## src/rtl/mii_tx_frame_gen_if.sv

```systemverilog
// mii_tx_frame_gen_if: signal bundle between the MII frame generator and its user, PHY and RS
// Signals: start/frame_len/seed (frame request), CRS/COL (from the PHY),
//   TXD/TX_EN/TX_ER (to the RS), busy/done/excess_col/attempts (status).
// master: the generator side; slave: the user/PHY/RS side.
interface mii_tx_frame_gen_if;
  logic start;
  logic [10:0] frame_len;
  logic [7:0] seed;
  logic CRS, COL;
  logic [3:0] TXD;
  logic TX_EN, TX_ER;
  logic busy, done, excess_col;
  logic [4:0] attempts;
  modport master (
    input start, frame_len, seed, CRS, COL,
    output TXD, TX_EN, TX_ER, busy, done, excess_col, attempts
  );
  modport slave (
    output start, frame_len, seed, CRS, COL,
    input TXD, TX_EN, TX_ER, busy, done, excess_col, attempts
  );
endinterface

```

## src/rtl/mii_tx_frame_gen.sv

```systemverilog
// mii_tx_frame_gen: MII transmit frame generator with carrier deferral, jam and binary backoff
// Ports: TX_CLK (nibble clock), reset (async, active high), m (mii_tx_frame_gen_if.master:
//   start/frame_len/seed request, CRS/COL from the PHY, TXD/TX_EN/TX_ER to the RS,
//   busy/done/excess_col/attempts status).
// Define MII_TX_FCS_EN to append the CRC-32 FCS after the data bytes.
module mii_tx_frame_gen (
  input logic TX_CLK,
  input logic reset,
  mii_tx_frame_gen_if.master m
);
  typedef enum logic [2:0] {
    IDLE, DEFER, PREAMBLE, DATA,
`ifdef MII_TX_FCS_EN
    FCS,
`endif
    JAM, BACKOFF, IFG
  } state_t;
  state_t state;
  logic [10:0] len, b, b1, last_b;
  logic [7:0] sd, cur, nxt;
  logic [4:0] ipg;
  logic [3:0] n, k;
  logic h;
  logic [16:0] bo;
  logic [15:0] lfsr;
  logic [9:0] r;
  logic col_hit;
  assign b1 = b + 11'd1;
  // the frame always carries at least 60 bytes, zero padded
  assign last_b = len < 11'd60 ? 11'd59 : len - 11'd1;
  assign cur = b < len ? sd + b[7:0] : 8'h00;
  assign nxt = b1 < len ? sd + b1[7:0] : 8'h00;
  // attempts has not yet been incremented when the jam ends, so it already equals attempts_next-1
  assign k = m.attempts < 5'd10 ? m.attempts[3:0] : 4'd10;
  assign r = lfsr[9:0] & ((10'd1 << k) - 10'd1);
  assign m.TX_ER = 1'b0;
`ifdef MII_TX_FCS_EN
  logic [31:0] crc, crc_n, fcs;
  logic [2:0] f;
  function automatic logic [31:0] crc_byte(input logic [31:0] c, input logic [7:0] d);
    logic [31:0] x;
    x = c;
    for (int i = 0; i < 8; i++) x = (x[0] ^ d[i]) ? (x >> 1) ^ 32'hEDB88320 : x >> 1;
    return x;
  endfunction
  assign crc_n = crc_byte(crc, cur);
  assign fcs = ~crc;
  assign col_hit = m.COL && (state == PREAMBLE || state == DATA || state == FCS);
`else
  assign col_hit = m.COL && (state == PREAMBLE || state == DATA);
`endif
  always_ff @(posedge TX_CLK or posedge reset)
    if (reset) begin
      state <= IDLE;
      m.TXD <= 4'h0;
      m.TX_EN <= 1'b0;
      m.busy <= 1'b0;
      m.done <= 1'b0;
      m.excess_col <= 1'b0;
      m.attempts <= 5'd0;
      lfsr <= 16'hACE1;
      len <= '0;
      b <= '0;
      sd <= '0;
      ipg <= '0;
      n <= '0;
      h <= 1'b0;
      bo <= '0;
`ifdef MII_TX_FCS_EN
      crc <= '1;
      f <= '0;
`endif
    end else begin
      lfsr <= {lfsr[0] ^ lfsr[2] ^ lfsr[3] ^ lfsr[5], lfsr[15:1]};
      m.done <= 1'b0;
      m.excess_col <= 1'b0;
      if (col_hit) begin
        state <= JAM;
        m.TXD <= 4'h5;
        n <= 4'd0;
      end else
        case (state)
          IDLE:
            if (m.start) begin
              len <= m.frame_len == 11'd0 ? 11'd1 : m.frame_len;
              sd <= m.seed;
              m.attempts <= 5'd1;
              m.busy <= 1'b1;
              ipg <= 5'd0;
              state <= DEFER;
            end
          DEFER:
            if (m.CRS) ipg <= 5'd0;
            else if (ipg == 5'd23) begin
              state <= PREAMBLE;
              m.TX_EN <= 1'b1;
              m.TXD <= 4'h5;
              n <= 4'd0;
            end else ipg <= ipg + 5'd1;
          PREAMBLE:
            if (n == 4'd15) begin
              state <= DATA;
              b <= '0;
              h <= 1'b0;
              m.TXD <= sd[3:0];
`ifdef MII_TX_FCS_EN
              crc <= '1;
`endif
            end else begin
              n <= n + 4'd1;
              m.TXD <= n == 4'd14 ? 4'hD : 4'h5;
            end
          DATA:
            if (!h) begin
              m.TXD <= cur[7:4];
              h <= 1'b1;
            end else if (b == last_b) begin
`ifdef MII_TX_FCS_EN
              crc <= crc_n;
              f <= 3'd0;
              m.TXD <= ~crc_n[3:0];
              state <= FCS;
`else
              m.TX_EN <= 1'b0;
              m.TXD <= 4'h0;
              ipg <= 5'd0;
              state <= IFG;
`endif
            end else begin
              b <= b1;
              h <= 1'b0;
              m.TXD <= nxt[3:0];
`ifdef MII_TX_FCS_EN
              crc <= crc_n;
`endif
            end
`ifdef MII_TX_FCS_EN
          FCS:
            if (f == 3'd7) begin
              m.TX_EN <= 1'b0;
              m.TXD <= 4'h0;
              ipg <= 5'd0;
              state <= IFG;
            end else begin
              f <= f + 3'd1;
              m.TXD <= fcs[{f + 3'd1, 2'b00} +: 4];
            end
`endif
          JAM:
            if (n == 4'd7) begin
              m.TX_EN <= 1'b0;
              m.TXD <= 4'h0;
              ipg <= 5'd0;
              if (m.attempts == 5'd16) begin
                m.excess_col <= 1'b1;
                m.busy <= 1'b0;
                state <= IDLE;
              end else begin
                m.attempts <= m.attempts + 5'd1;
                bo <= {r, 7'd0} - 17'd1;
                state <= r == 10'd0 ? DEFER : BACKOFF;
              end
            end else n <= n + 4'd1;
          BACKOFF:
            if (bo == '0) begin
              ipg <= 5'd0;
              state <= DEFER;
            end else bo <= bo - 17'd1;
          IFG:
            if (ipg == 5'd23) begin
              m.done <= 1'b1;
              m.busy <= 1'b0;
              state <= IDLE;
            end else ipg <= ipg + 5'd1;
          default: state <= IDLE;
        endcase
    end
endmodule

```

## src/flat_wrapper.sv

```systemverilog
// flat-port wrapper written by rule: the top's interface ports become plain ports
module mii_tx_frame_gen_flat 
  (TX_CLK, reset, m_start, m_frame_len, m_seed, m_CRS, m_COL, m_TXD, m_TX_EN, m_TX_ER, m_busy, m_done, m_excess_col, m_attempts);
  mii_tx_frame_gen_if m_i ();
  input logic TX_CLK;
  input logic reset;
  input wire logic [$bits(m_i.start)-1:0] m_start;
  input wire logic [$bits(m_i.frame_len)-1:0] m_frame_len;
  input wire logic [$bits(m_i.seed)-1:0] m_seed;
  input wire logic [$bits(m_i.CRS)-1:0] m_CRS;
  input wire logic [$bits(m_i.COL)-1:0] m_COL;
  output wire logic [$bits(m_i.TXD)-1:0] m_TXD;
  output wire logic [$bits(m_i.TX_EN)-1:0] m_TX_EN;
  output wire logic [$bits(m_i.TX_ER)-1:0] m_TX_ER;
  output wire logic [$bits(m_i.busy)-1:0] m_busy;
  output wire logic [$bits(m_i.done)-1:0] m_done;
  output wire logic [$bits(m_i.excess_col)-1:0] m_excess_col;
  output wire logic [$bits(m_i.attempts)-1:0] m_attempts;
  assign m_i.start = m_start;
  assign m_i.frame_len = m_frame_len;
  assign m_i.seed = m_seed;
  assign m_i.CRS = m_CRS;
  assign m_i.COL = m_COL;
  assign m_TXD = m_i.TXD;
  assign m_TX_EN = m_i.TX_EN;
  assign m_TX_ER = m_i.TX_ER;
  assign m_busy = m_i.busy;
  assign m_done = m_i.done;
  assign m_excess_col = m_i.excess_col;
  assign m_attempts = m_i.attempts;
  mii_tx_frame_gen u_core (.TX_CLK(TX_CLK), .reset(reset), .m(m_i));
endmodule
```

## config.mk

```make
export PLATFORM = sky130hd
export DESIGN_NAME = mii_tx_frame_gen_flat
export DESIGN_NICKNAME = d
export VERILOG_FILES = /design/src/rtl/mii_tx_frame_gen_if.sv /design/src/rtl/mii_tx_frame_gen.sv /design/src/flat_wrapper.sv
export SDC_FILE = /design/constraint.sdc
export NUM_CORES = 1
export LEC_CHECK = 0
export CORE_ASPECT_RATIO = 1.2
export CORE_MARGIN = 4
export CORE_UTILIZATION = 40
export DETAILED_ROUTE_END_ITERATION = 10
export GPL_TIMING_DRIVEN = 0
export HOLD_SLACK_MARGIN = 0.08
export PLACE_DENSITY = 0.6
export REMOVE_ABC_BUFFERS = 1
export SLEW_MARGIN = 20
export SYNTH_ARGS = -nofsm -noshare
export SYNTH_HDL_FRONTEND = slang
export SYNTH_SLANG_ARGS = --single-unit
```

## constraint.sdc

```tcl
create_clock -name TX_CLK -period 7.56 [get_ports TX_CLK]
set_clock_uncertainty 0.15 [all_clocks]
set_input_delay 1.512 -clock TX_CLK [delete_from_list [all_inputs] [get_ports TX_CLK]]
set_output_delay 1.512 -clock TX_CLK [all_outputs]
set_load 0.01 [all_outputs]
```

### Word-level counts from Yosys, hierarchy flattened

Index checks and enable logic that the tools add are counted.

* flip-flop bits (word level): 89
* output and inout port bits: 14
* logic and storage cells: 171

* $add $sub $neg: 10
* $lt $le $gt $ge: 4
* equality and inequality tests: 36
* shift operators: 1
* multiplexer cells: 75
* bitwise gates (word level): 5
* reductions and logical operators: 25

Operators with widths (number)
* 2-to-1 mux 4 bit: 15
* 2-to-1 mux 11 bit: 5
* 2-to-1 mux 17 bit: 3
* 2-to-1 mux 5 bit: 10
* 2-to-1 mux 3 bit: 12
* case mux 17 bit (2 select lines): 1
* subtractor 17 x 1 -> 17 bit (second input constant): 2
* case mux 5 bit (6 select lines): 1
* less-than comparator 11 bit: 2
* case mux 11 bit (2 select lines): 1
* case mux 3 bit (7 select lines): 1
* AND reduction 5 bit: 4
* 2-to-1 mux 1 bit: 19
* != test 3 x 2 -> 1 bit (second input constant): 6
* logical NOT 17 bit: 1
* case mux 4 bit (4 select lines): 1
* != test 3 x 1 -> 1 bit (second input constant): 5
* != test 2 bit (second input constant): 7
* AND reduction 7 bit: 2
* != test 2 x 1 -> 1 bit (second input constant): 6
* case mux 4 bit (3 select lines): 1
* adder 11 x 1 -> 11 bit (second input constant): 1
* == test 11 bit: 1
* logical NOT 11 bit: 1
* other kinds (35): 48

### Depth between registers and ports, before layout

* word-level depth: 11
* depth in mapped cells: 12
* gate-level depth less buffers: 12

### Worst setup path before layout

No wires, ideal clock.

* path type: input to register
* start: input port m_start
* end: register u_core.sd[0]
* library setup time: 0.125 ns
* arrival time: 3.032 ns
* slack: 4.253 ns
* cell stages on the path: 3
* buffers on the path: 1
* cells stage by stage: nor4b_1 -> clkbuf_1 -> mux2_2

* cells in the longest elaborated chain, start to end: 1

Ends and longest elaborated chain
* from (decl): line flat_wrapper.sv:7 `input wire logic [$bits(m_i.start)-1:0] m_start;`
* AND reduction 3 bit (no line)
* to (signal assigned): line mii_tx_frame_gen.sv:86 `sd <= m.seed;`
* to (decl): line mii_tx_frame_gen.sv:20 `logic [7:0] sd, cur, nxt;`

Every way passes these cells.
A chain may end at the register's enable or synchronous reset.

### Final worst setup path

* start: register u_core.b[0]
* end: register u_core.m.TXD[1]

* cells in the longest elaborated chain, start to end: 7

Ends and longest elaborated chain
* from (decl): line mii_tx_frame_gen.sv:19 `logic [10:0] len, b, b1, last_b;`
* from (signal assigned): line mii_tx_frame_gen.sv:63 `b <= '0;`
* from (signal assigned): line mii_tx_frame_gen.sv:103 `b <= '0;`
* from (signal assigned): line mii_tx_frame_gen.sv:130 `b <= b1;`
* adder 11 x 1 -> 11 bit: line mii_tx_frame_gen.sv:28 `assign b1 = b + 11'd1;`
* less-than comparator 11 bit / adder 4 bit (equally long branches): line mii_tx_frame_gen.sv:32 `assign nxt = b1 < len ? sd + b1[7:0] : 8'h00;`
* 2-to-1 mux 4 bit: line mii_tx_frame_gen.sv:32
* 2-to-1 mux 4 bit: line mii_tx_frame_gen.sv:117 `end else if (b == last_b) begin`
* 2-to-1 mux 4 bit *: line mii_tx_frame_gen.sv:114 `if (!h) begin`
* case mux 4 bit (4 select lines) *: line mii_tx_frame_gen.sv:82 `case (state)`
* 2-to-1 mux 4 bit *: line mii_tx_frame_gen.sv:77 `if (col_hit) begin`
* to (signal assigned): line mii_tx_frame_gen.sv:111 `m.TXD <= n == 4'd14 ? 4'hD : 4'h5;`
* to (signal assigned): line mii_tx_frame_gen.sv:115 `m.TXD <= cur[7:4];`
* to (signal assigned): line mii_tx_frame_gen.sv:132 `m.TXD <= nxt[3:0];`
* to (decl): line mii_tx_frame_gen_if.sv:16 `output TXD, TX_EN, TX_ER, busy, done, excess_col, attempts`

Mark *: on every way between the ends. The rest lies on a longest branch, timed or not.

==> summary.md <==
| Metric | Value |
|---|---|
| Mapped Area | 0.00601 sq mm |
| Max Root-Sink Buffers | 2 |
| Type of origin of the critical path | flip-flop |
| Setup crit end kind | flip-flop |
| Top_reg_cell synth | dfrtp_1 |
| Max-slew violation count | 0 |
| FMAX | around 260 MHz |
| Dpl hpwl | 11.0 mm |
| Initial DRC count | 306 |
| Proportion of layout cells with a drive suffix above 1 | 7.39% |
| Routability Congestion | between 0.7 and 0.8 |
| Gates resized, CTS repair | 0 |
| Actual slew at the worst max-slew pin | between 0.8 and 0.9 ns |
| Final min period | ~3.8 ns |
| Vias in the first global route | 4906 |
| Clock network fraction of total power | 19.0% |
| Slowest cell on crit path | a2111oi_1 |
| Nets | 765 |
| RR Startpoint | u_core.b[0]$_DFFE_PP0P_ |
| Ys async rst share | between 90% and 100% |
| Sw power | 0.00104 W |
| Register share of total power | 34.4% |
| Die footprint | 0.0171 sq mm |
| Worst path bufs/invs | 0 |
| Crit path from | u_core.b[0]$_DFFE_PP0P_ |
| Final hold slack | 0.207 ns |
| Die span in y | approximately 140 um |
| Clk_lat worst skew | 0.36 ns |
| CP Max Fanout | 8 |
| Cell-internal power | about 0.0013 W |
| Worst-path clk slew | ~0.070 ns |
| CTS tree | done |
| Syn Inst Count | 675 |
| Largest net degree at the start of global routing | 56 |
| Synth Area in XOR/XNOR | 7.43% |
| Num rows | 48 |
| Slew Limit Headroom | 44.3% |
| Clock Sinks | 89 |
| Post-CTS setup buffer count | 0 |
| Min-delay src | u_core.lfsr[11]$_DFF_PP1_ |
| RSZ-0062 raised after global routing | false |
| Htree depth | 3 |
| Number of synthesized flops with an enable pin | 0 |
| Logic pwr share | 46.5% |
| Worst Path Required | 7.69 ns |
| Power Dens Cells | around 350 mW/mm^2 |
| Outcome | completed |
| Top post-synthesis cells by area | dfrtp_1 (34%), ha_1 (8.5%), xnor2_1 (4.5%), nand2_1 (4.2%), dfstp_2 (3.5%) |
| DR vias | 5107 |
| Setup TNS | 0 ns |
| Net Sw Frac | 43.8% |
| Largest family of logic cells by synthesized area | simple AND/OR/NAND/NOR gates |
| Met1 Resource Use GR | 20.8% |
| P_leak | 2.82 nW |
| Initial Util | roughly two fifths |
| # setup viols final | 0 |
| Yosys reg bits | 89 |
| Share of the synthesized area in the top cell type | 33.7% |
| Worst path max stage delay | 0.73 ns |
| Ys Warns | 0 |
| Sequential fraction of the synthesis area | 37.2% |
| Synth cell count leaders | dfrtp_1 (81), nand2_1 (67), nor2_1 (53) |
| Via-per-instance ratio | 5.65 |
| ANT cells | 0 |
| Synth Area in Adders | 8.87% |
| CP delay by family, top | compound AO/OA/AOI/OAI gates |
| TritonCTS buffer count | 9 |
| Final Cycle Share | 50.0% |
| Initial antenna violation count | 0 |
| Layout area overhead | 13.8% |
| Arrival time at the worst endpoint | 3.91 ns |
| Gr usage total | 17.5% |
| Crit path cell chain | ha_1, nand3_1, nor2_1, and3_1, nand3_1, xnor2_1, ha_1, o211ai_1, a211oi_1, a2111oi_1, a41oi_1, o21ai_1 |
| Met3 GRT Util | between 2 and 2.5% |
| Worst VDD drop | 0.201 mV |
| Synth Area in Compound Gates | 18.2% |
| Initial DRT Pass Iterations | 5 |
| Distinct cells, synth | 73 |
| Port bufs | 36 |
| Count leader, synth | dfrtp_1 |
| Final Hold Fails | 0 |
| Post-synthesis mux area share | under 10% |
| Die width | 120 um |
| DRT antenna net count | 0 |
| Hold_buf cts | 0 |
| First-pass GRT wire length | approximately 24 mm |
| Avg Inst Size Synth | approximately 9 sq um |
| Max_cap viols | 0 |
| I/O pin cnt | 38 |
| GRT overflow | 0 |
| Routed len/inst | 16.0 um |
| WS Path Type | reg2reg |
| Largest area contributor in the netlist | dfrtp_1 |
| Global routing's busiest layer | met2 |
| Simple-Gate Fraction of Synth Area | 21.3% |
| Hold crit path type | reg2reg |
| DRC | 0 |
| Global Route met2 Usage | 31.3% |
| Core area | 0.0145 sq mm |
| Wirelength, routed | approximately 14 mm |
| CTS root buffer | clkbuf_16 |
power by group through the flow:
stage	Clock, W	Sequential, W	Combinational [W]
CTS	0.000460	0.000811	0.00111
detailed placement	0	0.000821	0.00110
floorplan	0	0.000768	0.000827
global route	0.000479	0.000840	0.00125
finish	0.000450	0.000815	0.00110
global placement	0	0.000814	0.00106
state kept, by name, indices dropped and copies added, names as in the netlist, 4 cells and up:
| signal | cells |
|---|---|
| u_core.bo | 17 |
| u_core.lfsr | 16 |
| u_core.b | 11 |
| u_core.len | 11 |
| u_core.sd | 8 |
| u_core.ipg | 5 |
| u_core.m.attempts | 5 |
| u_core.m.TXD | 4 |
| u_core.n | 4 |
logic make-up (layout without fill, tap and decap cells):
logic type,Yosys count,in the layout
adders and majority gates,42,42
DFF,89,89
muxes,16,16
buffers and inverters,58,87
and+or+nand+nor,250,250
xor gates and xnor gates,51,51
AOI/OAI and AO/OA,168,168
other,1,1
worst reg2reg max path, delay by kind of cell (launching register included):
family / cells / cell delay [ns]
compound gates: 5 / 1.41
xor+xnor: 1 / 0.25
fa+ha+maj: 2 / 0.57
flops: 1 / 0.51
simple gates: 4 / 0.82
per-layer routing:
layer | part of all wire (%) | up-vias
li1 | - | 2496
met3 | 3.6 | 27
met1 | 43 | 2458
met4 | 2.4 | 0
met5 | 0 | -
met2 | 51 | 126
through the flow:
step	cell area (sq um)	utilization (%)	setup slack (ns)	instances	total power (W)
2_1_floorplan	5880	-	2.65	647	0.00159
3_3_place_gp	6490	44.7	0.154	883	0.00187
3_5_place_dp	6540	45.0	3.56	888	0.00192
4_1_cts	6840	47.0	3.54	904	0.00238
5_1_grt	6840	47.1	3.39	904	0.00257
6_report	6840	47.1	3.78	904	0.00237
area by class of cell:
class / count / area [sq um]
inverter: 30 / 115
tap: 200 / 250
fill: 1459 / 7690
clock buffer: 9 / 225
multi-input combinational: 528 / 3540
sequential: 89 / 2240
clock inverter: 7 / 71.3
timing repair buffer: 41 / 403
layout by cell type (no fill, tap or decap), types with 8 or more instances in the layout:
cell and count:
xor2_1 20, a21oi_1 40, dfrtp_1 81, o21ai_0 34, inv_1 29, nor4_1 11, nor2b_1 9, ha_1 41
or3_1 8, nand3_1 27, nand2_1 67, mux2_2 10, a22o_1 10, xnor2_1 31, clkbuf_16 9, dfstp_2 8
nor2_1 53, clkdlybuf4s50_1 36, o21ai_1 14, nand4_1 16, nor3_1 14
worst paths after layout:
path                                                 endpoint  slack (ns)  depth (start not counted)
worst max-delay path              u_core.m.TXD[1]$_DFFE_PP0P_        3.78                         12
worst min-delay path                u_core.lfsr[10]$_DFF_PP1_        0.21                          0
worst max register to register    u_core.m.TXD[1]$_DFFE_PP0P_        3.78                         12
worst min register to register      u_core.lfsr[10]$_DFF_PP1_        0.21                          0
max in group asynchronous            u_core.bo[8]$_DFFE_PP0P_        5.14                          3
min in group asynchronous       u_core.m.excess_col$_DFF_PP0_        1.47                          2
(Power assumes the default switching activity.)
